===== src/rtl/wb_arbiter.sv =====
// wb_arbiter: write-back arbiter feeding the register file's single write port.
// The ALU path has fixed priority; LSU results are buffered in a DEPTH-entry
// FIFO whose entries carry a live bit so that younger ALU writes can squash them.
// Optional feature macro: WB_ARB_BYPASS_EN (LSU result skips an empty FIFO).
module wb_arbiter #(
    parameter int DEPTH = 4,
    parameter int DW    = 32,
    parameter int AW    = 5
) (
    input  logic                     clk,
    input  logic                     reset,
    input  logic                     alu_valid,
    input  logic [AW-1:0]            alu_waddr,
    input  logic [DW-1:0]            alu_wdata,
    input  logic                     lsu_valid,
    output logic                     lsu_ready,
    input  logic [AW-1:0]            lsu_waddr,
    input  logic [DW-1:0]            lsu_wdata,
    output logic                     rf_we,
    output logic [AW-1:0]            rf_waddr,
    output logic [DW-1:0]            rf_wdata,
    input  logic [AW-1:0]            pend_raddr1,
    input  logic [AW-1:0]            pend_raddr2,
    output logic                     pend_hit1,
    output logic                     pend_hit2,
    output logic [$clog2(DEPTH):0]   fifo_count
);

    localparam int PW = $clog2(DEPTH);
    localparam int CW = PW + 1;

    logic [AW-1:0]    addrMem [DEPTH];
    logic [DW-1:0]    dataMem [DEPTH];
    logic [DEPTH-1:0] live_q, live_d;
    logic [PW-1:0]    rdPtr_q, rdPtr_d;
    logic [PW-1:0]    wrPtr_q, wrPtr_d;
    logic [CW-1:0]    count_q, count_d;
    logic             rfWe_q, rfWe_d;
    logic [AW-1:0]    rfWaddr_q, rfWaddr_d;
    logic [DW-1:0]    rfWdata_q, rfWdata_d;

    logic aluIssue;
    logic lsuAccept;
    logic headValid;
    logic headLive;
    logic headDead;
    logic liveIssue;
    logic pop;
    logic bypass;
    logic pushEnq;
    logic pushSquashed;

    // Ready comes only from the registered count, so a pop never ripples into ready.
    assign lsu_ready    = (count_q < CW'(DEPTH));

    // Writes to register 0 are architecturally void and are dropped at the door.
    assign aluIssue     = alu_valid && (alu_waddr != '0);
    assign lsuAccept    = lsu_valid && lsu_ready && (lsu_waddr != '0);

    assign headValid    = (count_q != '0);
    assign headLive     = headValid && live_q[rdPtr_q];
    assign headDead     = headValid && !live_q[rdPtr_q];
    assign liveIssue    = headLive && !aluIssue;
    // A squashed head is discarded even while the ALU owns the write port.
    assign pop          = headDead || liveIssue;

`ifdef WB_ARB_BYPASS_EN
    assign bypass       = lsuAccept && !aluIssue && !headValid;
`else
    assign bypass       = 1'b0;
`endif

    assign pushEnq      = lsuAccept && !bypass;
    // The ALU result is program-younger than anything arriving from the LSU.
    assign pushSquashed = aluIssue && (lsu_waddr == alu_waddr);

    // Next-state for live bits: squash matches, retire the popped slot, mark the new slot.
    always_comb begin
        live_d = live_q;
        if (aluIssue) begin
            for (int i = 0; i < DEPTH; i++) begin
                if (addrMem[i] == alu_waddr) begin
                    live_d[i] = 1'b0;
                end
            end
        end
        if (pop) begin
            live_d[rdPtr_q] = 1'b0;
        end
        if (pushEnq) begin
            live_d[wrPtr_q] = !pushSquashed;
        end
    end

    // Pointer and occupancy bookkeeping; pointers wrap naturally at DEPTH.
    always_comb begin
        rdPtr_d = pop     ? rdPtr_q + PW'(1) : rdPtr_q;
        wrPtr_d = pushEnq ? wrPtr_q + PW'(1) : wrPtr_q;
        count_d = count_q + CW'(pushEnq) - CW'(pop);
    end

    // Write-port selection: ALU first, then a live FIFO head, then an optional bypass.
    always_comb begin
        rfWe_d    = 1'b0;
        rfWaddr_d = rfWaddr_q;
        rfWdata_d = rfWdata_q;
        if (aluIssue) begin
            rfWe_d    = 1'b1;
            rfWaddr_d = alu_waddr;
            rfWdata_d = alu_wdata;
        end else if (liveIssue) begin
            rfWe_d    = 1'b1;
            rfWaddr_d = addrMem[rdPtr_q];
            rfWdata_d = dataMem[rdPtr_q];
        end else if (bypass) begin
            rfWe_d    = 1'b1;
            rfWaddr_d = lsu_waddr;
            rfWdata_d = lsu_wdata;
        end
    end

    // FIFO payload storage; stale contents are harmless because live bits gate them.
    always_ff @(posedge clk) begin
        if (pushEnq) begin
            addrMem[wrPtr_q] <= lsu_waddr;
            dataMem[wrPtr_q] <= lsu_wdata;
        end
    end

    // Control state with synchronous reset; reset discards everything outstanding.
    always_ff @(posedge clk) begin
        if (reset) begin
            live_q    <= '0;
            rdPtr_q   <= '0;
            wrPtr_q   <= '0;
            count_q   <= '0;
            rfWe_q    <= 1'b0;
            rfWaddr_q <= '0;
            rfWdata_q <= '0;
        end else begin
            live_q    <= live_d;
            rdPtr_q   <= rdPtr_d;
            wrPtr_q   <= wrPtr_d;
            count_q   <= count_d;
            rfWe_q    <= rfWe_d;
            rfWaddr_q <= rfWaddr_d;
            rfWdata_q <= rfWdata_d;
        end
    end

    // Pending-write lookup for the decode interlock: queued live entries or the write in flight.
    always_comb begin
        pend_hit1 = 1'b0;
        pend_hit2 = 1'b0;
        for (int i = 0; i < DEPTH; i++) begin
            if (live_q[i] && (addrMem[i] == pend_raddr1)) begin
                pend_hit1 = 1'b1;
            end
            if (live_q[i] && (addrMem[i] == pend_raddr2)) begin
                pend_hit2 = 1'b1;
            end
        end
        if (rfWe_q && (rfWaddr_q == pend_raddr1)) begin
            pend_hit1 = 1'b1;
        end
        if (rfWe_q && (rfWaddr_q == pend_raddr2)) begin
            pend_hit2 = 1'b1;
        end
        if (pend_raddr1 == '0) begin
            pend_hit1 = 1'b0;
        end
        if (pend_raddr2 == '0) begin
            pend_hit2 = 1'b0;
        end
    end

    assign rf_we      = rfWe_q;
    assign rf_waddr   = rfWaddr_q;
    assign rf_wdata   = rfWdata_q;
    assign fifo_count = count_q;

endmodule


===== config.mk =====
export PLATFORM = sky130hd
export DESIGN_NAME = wb_arbiter
export DESIGN_NICKNAME = d
export VERILOG_FILES = /design/src/rtl/wb_arbiter.sv
export SDC_FILE = /design/constraint.sdc
export NUM_CORES = 1
export LEC_CHECK = 0
export CAP_MARGIN = 20
export CORE_ASPECT_RATIO = 0.5
export CORE_MARGIN = 3
export CORE_UTILIZATION = 58
export CTS_CLUSTER_DIAMETER = 40
export DETAILED_ROUTE_END_ITERATION = 12
export PLACE_DENSITY_LB_ADDON = 0.12
export SLEW_MARGIN = 20
export SYNTH_ARGS = -nofsm -noshare
export SYNTH_HDL_FRONTEND = slang
export SYNTH_SLANG_ARGS = --single-unit
export TNS_END_PERCENT = 20

===== constraint.sdc =====
create_clock -name clk -period 4.4 [get_ports clk]
set_input_delay 0.44 -clock clk [delete_from_list [all_inputs] [get_ports clk]]
set_output_delay 0.44 -clock clk [all_outputs]
set_load 0.05 [all_outputs]

==> impl_metrics.ini, run 1 <==
[cells_and_area]
final_cell_mix = edfxtp_1, clkdlybuf4s50_1, nand2_1
areaGrowthSynthToFinish_pct = 23.5
antennaDiodeCount = 0
final_common_cell = edfxtp_1
fill_cells = 873
final_layout_size_suffix_gt1_frac = 0.121
multi_input_area_um2 = 2910
seq_area_um2 = 5470
fin_nets = 819

[global_routing]
busiest_layer = met2
antenna_found_initial = 0
grt_overflow = 0
grt_use_total = 0.262
grt_pass1_vias = 5843
grt_max_degree = 65
grt_util_met2 = 0.428
grt_first_pass_wirelength_um = 32300
grt_use_met3 = 0.0635
use_met1 = 0.343

[floorplan]
dieHeight_um = 92.3
die_w_um = 179
start_util = 0.616
boundaryPins = 132
core-area_um2 = 14000
die_area_um2 = 16500
floorplan.rows = 30

[clock_network]
cts_buffers = 17
clk_pin_slew_worst_paths_ns = 0.08
h-tree-depth = 4
cts_setup_buffers = 0
cts.sinks = 199
cts.repair.resized = 0
clock-root-buffer = clkbuf_16
postCtsHoldBufs = 0
clk_latency_ns = 0.43
cts_buffer_depth = 2
tritoncts = yes

[sta]
min_period_over_period = 0.724
tightest_slew_ns = 1.04
final-hold-violation-count = 0
relSlewSlack = 0.309
slew_viol_final = 0
clock.fmax_ghz = 0.314
clock_skew_ns = 0.0221
grt_setup_unrepaired = false
min_period_ns = 3.18
holdWs_ns = 0.499
finalSetupViolations = 0
tns_ns = 0

[synth]
synth_flop_cell = edfxtp_1
syn_area_um2 = 8640
yosysWarnings = 0
yosysSeqAreaShare = 0.632
syn-instance-count = 607
synth_area_leaders = edfxtp_1, dfxtp_1, mux4_2, xor2_1, nand2_1
synth-edff-count = 148
synth_nets = 705
yosys.area.top_type = edfxtp_1
synth_top_area_share = 0.514
ys_types = 38
synthArstFlopShare = 0
avgSynthCellArea_um2 = 14.2
synth_seq_cells = 199

[placed_design]
port_buffers = 131
dp_hpwl_um = 13100
gp_congestion = 0.940

[min_path]
holdCritStartpoint = rf_wdata[5]$_SDFFE_PP0P_
hold_class = reg -> reg

[critical_path]
critPathLaunchType = primary input
path_delay_family = buffers and inverters
path_class = in -> out
required_ns = 3.96
crit_path_end_kind = output port
cp.buffers_inverters = 2
r2r-start = rdPtr_q[0]$_SDFFE_PP0P_
startpoint = pend_raddr2[3]
cpMaxStageDelayCell = clkdlybuf4s50_1
crit_chain = clkdlybuf4s50_1 > xor2_1 > nor4_1 > nand3_1 > nand3_1 > o22a_1 > clkdlybuf4s50_1
cp_slowest_stage_delay_ns = 0.79
crit_fanout = 6
worstPathArrival_ns = 2.74

[drt]
first_pass_iters = 7
wire_per_inst_um = 22.4
drt-initial-drc-count = 637
viasPerCell = 5.99
antenna_left = 0
routed-via-count = 5550
wl_um = 20700
drc = 0

[pwr]
pwr_density_cell_nw_per_um2 = 529
switching_share = 0.333
vdd_drop_max_mv = 0.311
p_int_mw = 3.77
comb_power_share = 0.277
p_leak_nw = 3.71
p_clk_frac = 0.278
power.switching_mw = 1.88
power.share.sequential = 0.445

[run_status]
status = complete, no violations

[job]
maxCapViolCount = 0
==> cell usage after synthesis (all sizes together), types with 5 or more instances <==
library cell / count
a211oi: 5
a311oi: 32
buf: 21
clkbuf: 25
dfxtp: 51
edfxtp: 148
ha: 9
inv: 14
mux2i: 6
mux4: 38
nand2: 71
nand3: 12
nor2: 51
nor3: 6
nor4: 10
xnor2: 25
xor2: 55
==> routing by layer <==
layer  vias up  share of wire  routed length, um
met1      2758           0.40               8380
met5         -              0                  0
met4         0          0.028                585
met2       257           0.50              10300
li1       2488              -                  -
met3        47          0.072               1500
==> area by class of cell <==
class                           count  share of cell area
Multi-Input combinational cell    348               0.273
Timing Repair Buffer              141               0.130
Sequential cell                   199               0.512
Inverter                           14             0.00492
Tap cell                          192              0.0225
Clock inverter                     15              0.0183
Clock buffer                       17              0.0398
==> state kept, by name (all words and copies together), names as in the netlist, named ones only <==
register and count:
wrPtr_q 2, rf_wdata 32, rdPtr_q 2, rf_waddr 5, rf_we 1, fifo_count 3, live_q 4, dataMem 128
addrMem 20
==> stage by stage <==
stage / setup WS (ns) / cells / power [mW] / area (um2) / utilization
5_1_grt: 1.11 / 926 / 5.91 / 10700 / 0.761
3_3_place_gp: 0.985 / 894 / 4.07 / 10100 / 0.716
3_5_place_dp: 0.966 / 894 / 4.11 / 10100 / 0.716
6_report: 1.22 / 926 / 5.65 / 10700 / 0.761
4_1_cts: 1.21 / 926 / 5.69 / 10700 / 0.760
2_1_floorplan: 1.59 / 607 / 3.60 / 8640 / -
==> final timing paths <==
kind	endpoint	slack (ns)	depth (start not counted)
max reg2reg	fifo_count[2]$_SDFF_PP0_	1.84	9
max	pend_hit2	1.22	7
min reg2reg	rf_wdata[5]$_SDFFE_PP0P_	0.50	2
min	rf_wdata[5]$_SDFFE_PP0P_	0.50	2
==> power by group through the flow <==
stage	clock network [mW]	logic (mW)	registers, mW
finish	1.57	1.57	2.51
global route	1.67	1.68	2.55
detailed placement	0	1.56	2.56
CTS	1.59	1.58	2.52
floorplan	0	0.948	2.65
global placement	0	1.53	2.54
==> kinds of logic (layout without fill, tap and decap cells) <==
group / Yosys count / in the layout / synth area share
adder cells (fa/ha/maj): 10 / 10 / 0.0153
flip-flops: 199 / 199 / 0.632
buffers and inverters: 60 / 187 / 0.0308
AND/OR/NAND/NOR: 164 / 164 / 0.0837
XOR/XNOR: 80 / 80 / 0.0811
multiplexers: 44 / 44 / 0.106
AO/OA/AOI/OAI: 50 / 50 / 0.0509
==> worst reg2reg max path, delay by kind of cell (launching register included) <==
kind	cells	cell delay [ns]
muxes	1	0.57
adders and majority gates	2	0.56
xor gates and xnor gates	3	0.49
DFF	1	0.42
AOI/OAI and AO/OA	1	0.30
buffers and inverters	1	0.05
and+or+nand+nor	1	0.05
Note: power is estimated with default switching activity, not from simulation.
==> inputs of run 2 (changes only) <==
CORE_UTILIZATION = 54   (was 58)
clock period = 3 ns   (was 4.4 ns; I/O delays follow)
==> run 2 against run 1 <==
Non-clock buffer count grew 11; core utilization shrank 4.5 points; sequential power grew 40%.
==> impl_metrics.ini, run 2 (same netlist as run 1, synthesis figures left out) <==
[floorplan]
start_util = 0.574
boundaryPins = 132
die_w_um = 185
die_area_um2 = 17700
core-area_um2 = 15000
dieHeight_um = 95.5
floorplan.rows = 31

[clock_network]
cts_setup_buffers = 0
h-tree-depth = 4
clock-root-buffer = clkbuf_16
clk_latency_ns = 0.43
cts.sinks = 199
cts_buffers = 17
postCtsHoldBufs = 0
tritoncts = yes
clk_pin_slew_worst_paths_ns = 0.08
cts.repair.resized = 0
cts_buffer_depth = 2

[global_routing]
grt_first_pass_wirelength_um = 30800
grt_use_total = 0.232
antenna_found_initial = 1
grt_overflow = 0
grt_max_degree = 65
grt_pass1_vias = 5606

[job]
maxCapViolCount = 0

[sta]
tightest_slew_ns = 0.684
slew_viol_final = 0
finalSetupViolations = 0
relSlewSlack = 0.544
tns_ns = 0
min_period_ns = 2.66
min_period_over_period = 0.885
holdWs_ns = 0.431
grt_setup_unrepaired = false
final-hold-violation-count = 0
clock_skew_ns = 0.0135
layout_setup_ws_ns = 0.345
clock.fmax_ghz = 0.377

[critical_path]
worstPathArrival_ns = 2.96
crit_fanout = 2
cp_slowest_stage_delay_ns = 0.58
crit_path_end_kind = flip-flop
crit_chain = clkdlybuf4s50_1 > or4_4 > o21a_1 > a21o_1 > xnor2_1 > ha_1 > inv_1 > fa_1 > xnor2_1 > xnor2_1 > nor2_1
critPathLaunchType = primary input
required_ns = 3.30
r2r_slack_ns = 0.51
path_common_cell = xnor2_1
cpMaxStageDelayCell = or4_4
path_class = in -> reg

[cells_and_area]
seq_area_um2 = 5470
multi_input_area_um2 = 2910
antennaDiodeCount = 0
largest_reg_flops = 128
final_cell_mix = edfxtp_1, clkdlybuf4s50_1, nand2_1
final_layout_size_suffix_gt1_frac = 0.136
fill_cells = 1025
post-route-util = 0.716
fin_nets = 830
areaGrowthSynthToFinish_pct = 24.6
final_common_cell = edfxtp_1
regMostFlops = dataMem

[min_path]
hold_class = in -> reg

[drt]
wire_per_inst_um = 20.8
viasPerCell = 5.73
drc = 0
routed-via-count = 5403
drt-initial-drc-count = 402
first_pass_iters = 4
antenna_left = 0
wl_um = 19600

[pwr]
p_leak_nw = 3.77
pwr_density_cell_nw_per_um2 = 766
total_power_mw = 8.25
vdd_drop_max_mv = 0.383

[run_status]
status = complete, no violations

[placed_design]
post-place-ws_ns = -0.0511
port_buffers = 131
dp_hpwl_um = 12800
gp_congestion = 0.870
[run 2: power breakdown]
group	internal (mW)	switching, mW	leakage [nW]	total (mW)
Sequential	3.32	0.204	1.78	3.52
Clock	1.13	1.13	0.292	2.26
Combinational	1.09	1.37	1.70	2.46
[run 2: metrics by stage]
step,cells,cell area (um2)
after floorplan,607,8640
after global placement,911,10200
after detailed placement,911,10200
after CTS,943,10800
after global routing,943,10800
final,943,10800
[run 2: final cells by class]
class / count / area share
clock buffer: 18 / 0.0399
inverter: 14 / 0.00488
clock inverter: 14 / 0.0163
multi-input combinational: 348 / 0.270
tap: 198 / 0.0230
timing repair buffer: 152 / 0.138
sequential: 199 / 0.508
[run 2: worst paths after layout]
path                            startpoint                  endpoint  depth (start not counted)
setup / recovery              alu_waddr[1]  fifo_count[2]$_SDFF_PP0_                         11
hold / removal                       reset          rf_we$_SDFF_PP0_                          2
setup reg to reg   rdPtr_q[0]$_SDFFE_PP0P_  fifo_count[2]$_SDFF_PP0_                          9
hold reg to reg   rf_wdata[8]$_SDFFE_PP0P_  rf_wdata[8]$_SDFFE_PP0P_                          2
[run 2: worst max-delay path, delay by kind of cell]
| kind | cells | cell delay [ns] |
|---|---|---|
| adder cells (fa/ha/maj) | 2 | 0.58 |
| buffers and inverters | 2 | 0.57 |
| AND/OR/NAND/NOR | 2 | 0.63 |
| AO/OA/AOI/OAI | 2 | 0.39 |
| XOR/XNOR | 3 | 0.49 |
[run 2: metal layers]
metal  share of wire  track usage
met4           0.015       0.0730
met5         0.00066            0
met1            0.43        0.300
met3           0.049       0.0484
met2            0.51        0.401
==> inputs of run 3 (changes only) <==
--- a/config.mk
+++ b/config.mk
@@ -6,4 +6,5 @@
 export NUM_CORES = 1
 export LEC_CHECK = 0
+export ABC_AREA = 0
 export CAP_MARGIN = 20
 export CORE_ASPECT_RATIO = 0.5
==> constraint.sdc (replaced) <==
create_clock -name clk -period 3 [get_ports clk]
set_input_delay 0.3 -clock clk [delete_from_list [all_inputs] [get_ports clk]]
set_output_delay 0.3 -clock clk [all_outputs]
set_load 0.02 [all_outputs]
==> run 3 against run 2 <==
Routed wire length is 3.0% higher; cell count is 0.53% higher; clock-buffer cell count down 1; cell area increased by 0.88%; highest routed layer unchanged; sequential share of layout area down 0.44 points; worst hold slack worse by 0.052 ns; fmax shrank 7.6%; combinational power shrank 11%; non-clock buffer count grew 5.
==> impl_metrics.ini, run 3 (same netlist as run 1, synthesis figures left out) <==
[run_status]
status = complete, no violations

[global_routing]
grt_overflow = 0
antenna_found_initial = 1
use_met1 = 0.310
grt_max_degree = 65
grt_use_total = 0.239
grt_util_met2 = 0.401
grt_pass1_vias = 5573
grt_use_met3 = 0.0507
grt_first_pass_wirelength_um = 31300
busiest_layer = met2

[pwr]
p_leak_nw = 3.81
total_power_mw = 8.14
switching_share = 0.306
vdd_drop_max_mv = 0.405
power.share.sequential = 0.438
p_int_mw = 5.65
comb_power_share = 0.270
pwr_density_cell_nw_per_um2 = 749
power.switching_mw = 2.49
p_clk_frac = 0.292

[sta]
slew_viol_final = 0
clock_skew_ns = 0.0132
final-hold-violation-count = 0
tns_ns = 0
clock.fmax_ghz = 0.348
tightest_slew_ns = 0.704
relSlewSlack = 0.531
min_period_over_period = 0.958
grt_setup_unrepaired = false
finalSetupViolations = 0
holdWs_ns = 0.379
min_period_ns = 2.87

[cells_and_area]
areaGrowthSynthToFinish_pct = 25.7
instances_no_fill = 948
final_cell_mix = edfxtp_1, clkdlybuf4s50_1, nand2_1
largest_reg_flops = 128
fin_nets = 835
post-route-util = 0.722
regMostFlops = dataMem
antennaDiodeCount = 0
final_layout_size_suffix_gt1_frac = 0.141
final_common_cell = edfxtp_1

[drt]
drc = 0
wire_per_inst_um = 21.3
viasPerCell = 5.77
first_pass_iters = 5
drt-initial-drc-count = 423
antenna_left = 0
routed-via-count = 5473
wl_um = 20200

[min_path]
hold_class = in -> reg
hold_path_depth = 2
holdCritStartpoint = reset

[clock_network]
clk_pin_slew_worst_paths_ns = 0.07
cts_buffer_depth = 2
cts.sinks = 199
cts_buffers = 17
clk_latency_ns = 0.44
h-tree-depth = 4
clock-root-buffer = clkbuf_16
tritoncts = yes

[floorplan]
die_w_um = 185
floorplan.rows = 31
start_util = 0.574
dieHeight_um = 95.5
die_area_um2 = 17700
boundaryPins = 132
core-area_um2 = 15000

[critical_path]
required_ns = 2.70
path_class = reg -> out
r2r_slack_ns = 0.54
critPathLaunchType = flip-flop
reg2reg_to = fifo_count[2]$_SDFF_PP0_
r2r-start = rdPtr_q[0]$_SDFFE_PP0P_
worstPathArrival_ns = 2.57
ff2ff_path_depth = 9
crit_path_end_kind = output port
crit_fanout = 4

[placed_design]
dp_cells = 916
port_buffers = 131
gp_congestion = 0.845
dp_hpwl_um = 13400

[job]
maxCapViolCount = 0
[run 3: cell types whose count changed in the layout (fill, tap and decap cells not counted), sizes merged]
cell	delta
buf	+3
clkdlybuf4s50	+2
clkinv	-2
inv	+2
bufinv	+1
clkbuf	-1
[run 3: power groups by stage]
stage	Clock, mW	Combinational (mW)	Sequential (mW)
6_report	2.38	2.19	3.56
5_1_grt	2.52	2.39	3.60
4_1_cts	2.41	2.22	3.56
3_5_place_dp	0	2.20	3.62
3_3_place_gp	0	2.17	3.61
2_1_floorplan	0	1.38	3.65
[run 3: worst max-delay path by stage]
stage | depth (start not counted) | end | startpoint | slack, ns
final | 6 | pend_hit1 | addrMem[1][0]$_DFFE_PP_ | 0.13
after CTS | 6 | pend_hit1 | addrMem[3][3]$_DFFE_PP_ | 0.07
after detailed placement | 11 | fifo_count[2]$_SDFF_PP0_ | alu_waddr[1] | -0.04
after global routing | 6 | pend_hit1 | addrMem[3][3]$_DFFE_PP_ | 0.01
after floorplan | 12 | fifo_count[2]$_SDFF_PP0_ | alu_waddr[3] | 0.34
after global placement | 11 | fifo_count[2]$_SDFF_PP0_ | alu_waddr[1] | -0.02
[run 3: cell type report]
type	count	area (um2)
Multi-Input combinational cell	348	2920
Sequential cell	199	5470
Inverter	14	52.6
Timing Repair Buffer	157	1540
Fill cell	995	4190
Clock buffer	17	425
Tap cell	198	248
Clock inverter	15	213
[run 3: layer usage]
layer,vias up,wire length [um],part of all wire
met1,2732,8570,0.42
li1,2519,-,-
met5,-,13,0.00064
met4,2,581,0.029
met3,43,1030,0.051
met2,177,10000,0.50
[run 3: timing repair]
| item | 4_1_cts | 5_1_grt |
|---|---|---|
| gates resized for setup | 0 | 1 |
| setup endpoints to repair | 0 | 1 |
| hold buffers | 0 | 0 |
| setup buffers | 0 | 0 |
[run 3: critical path, cell delays in order (launching register included)]
cell and delay (ns):
edfxtp_1 0.51, xor2_1 0.20, nor4_1 0.45, nand3_1 0.13, nand3_1 0.09, o22a_1 0.15
clkdlybuf4s50_1 0.61
[run 3: metrics by stage]
stage	worst slack, ns	area, um2
5_1_grt	0.0143	10900
3_3_place_gp	-0.0206	10200
4_1_cts	0.0662	10900
2_1_floorplan	0.335	8640
6_report	0.126	10900
3_5_place_dp	-0.0410	10200
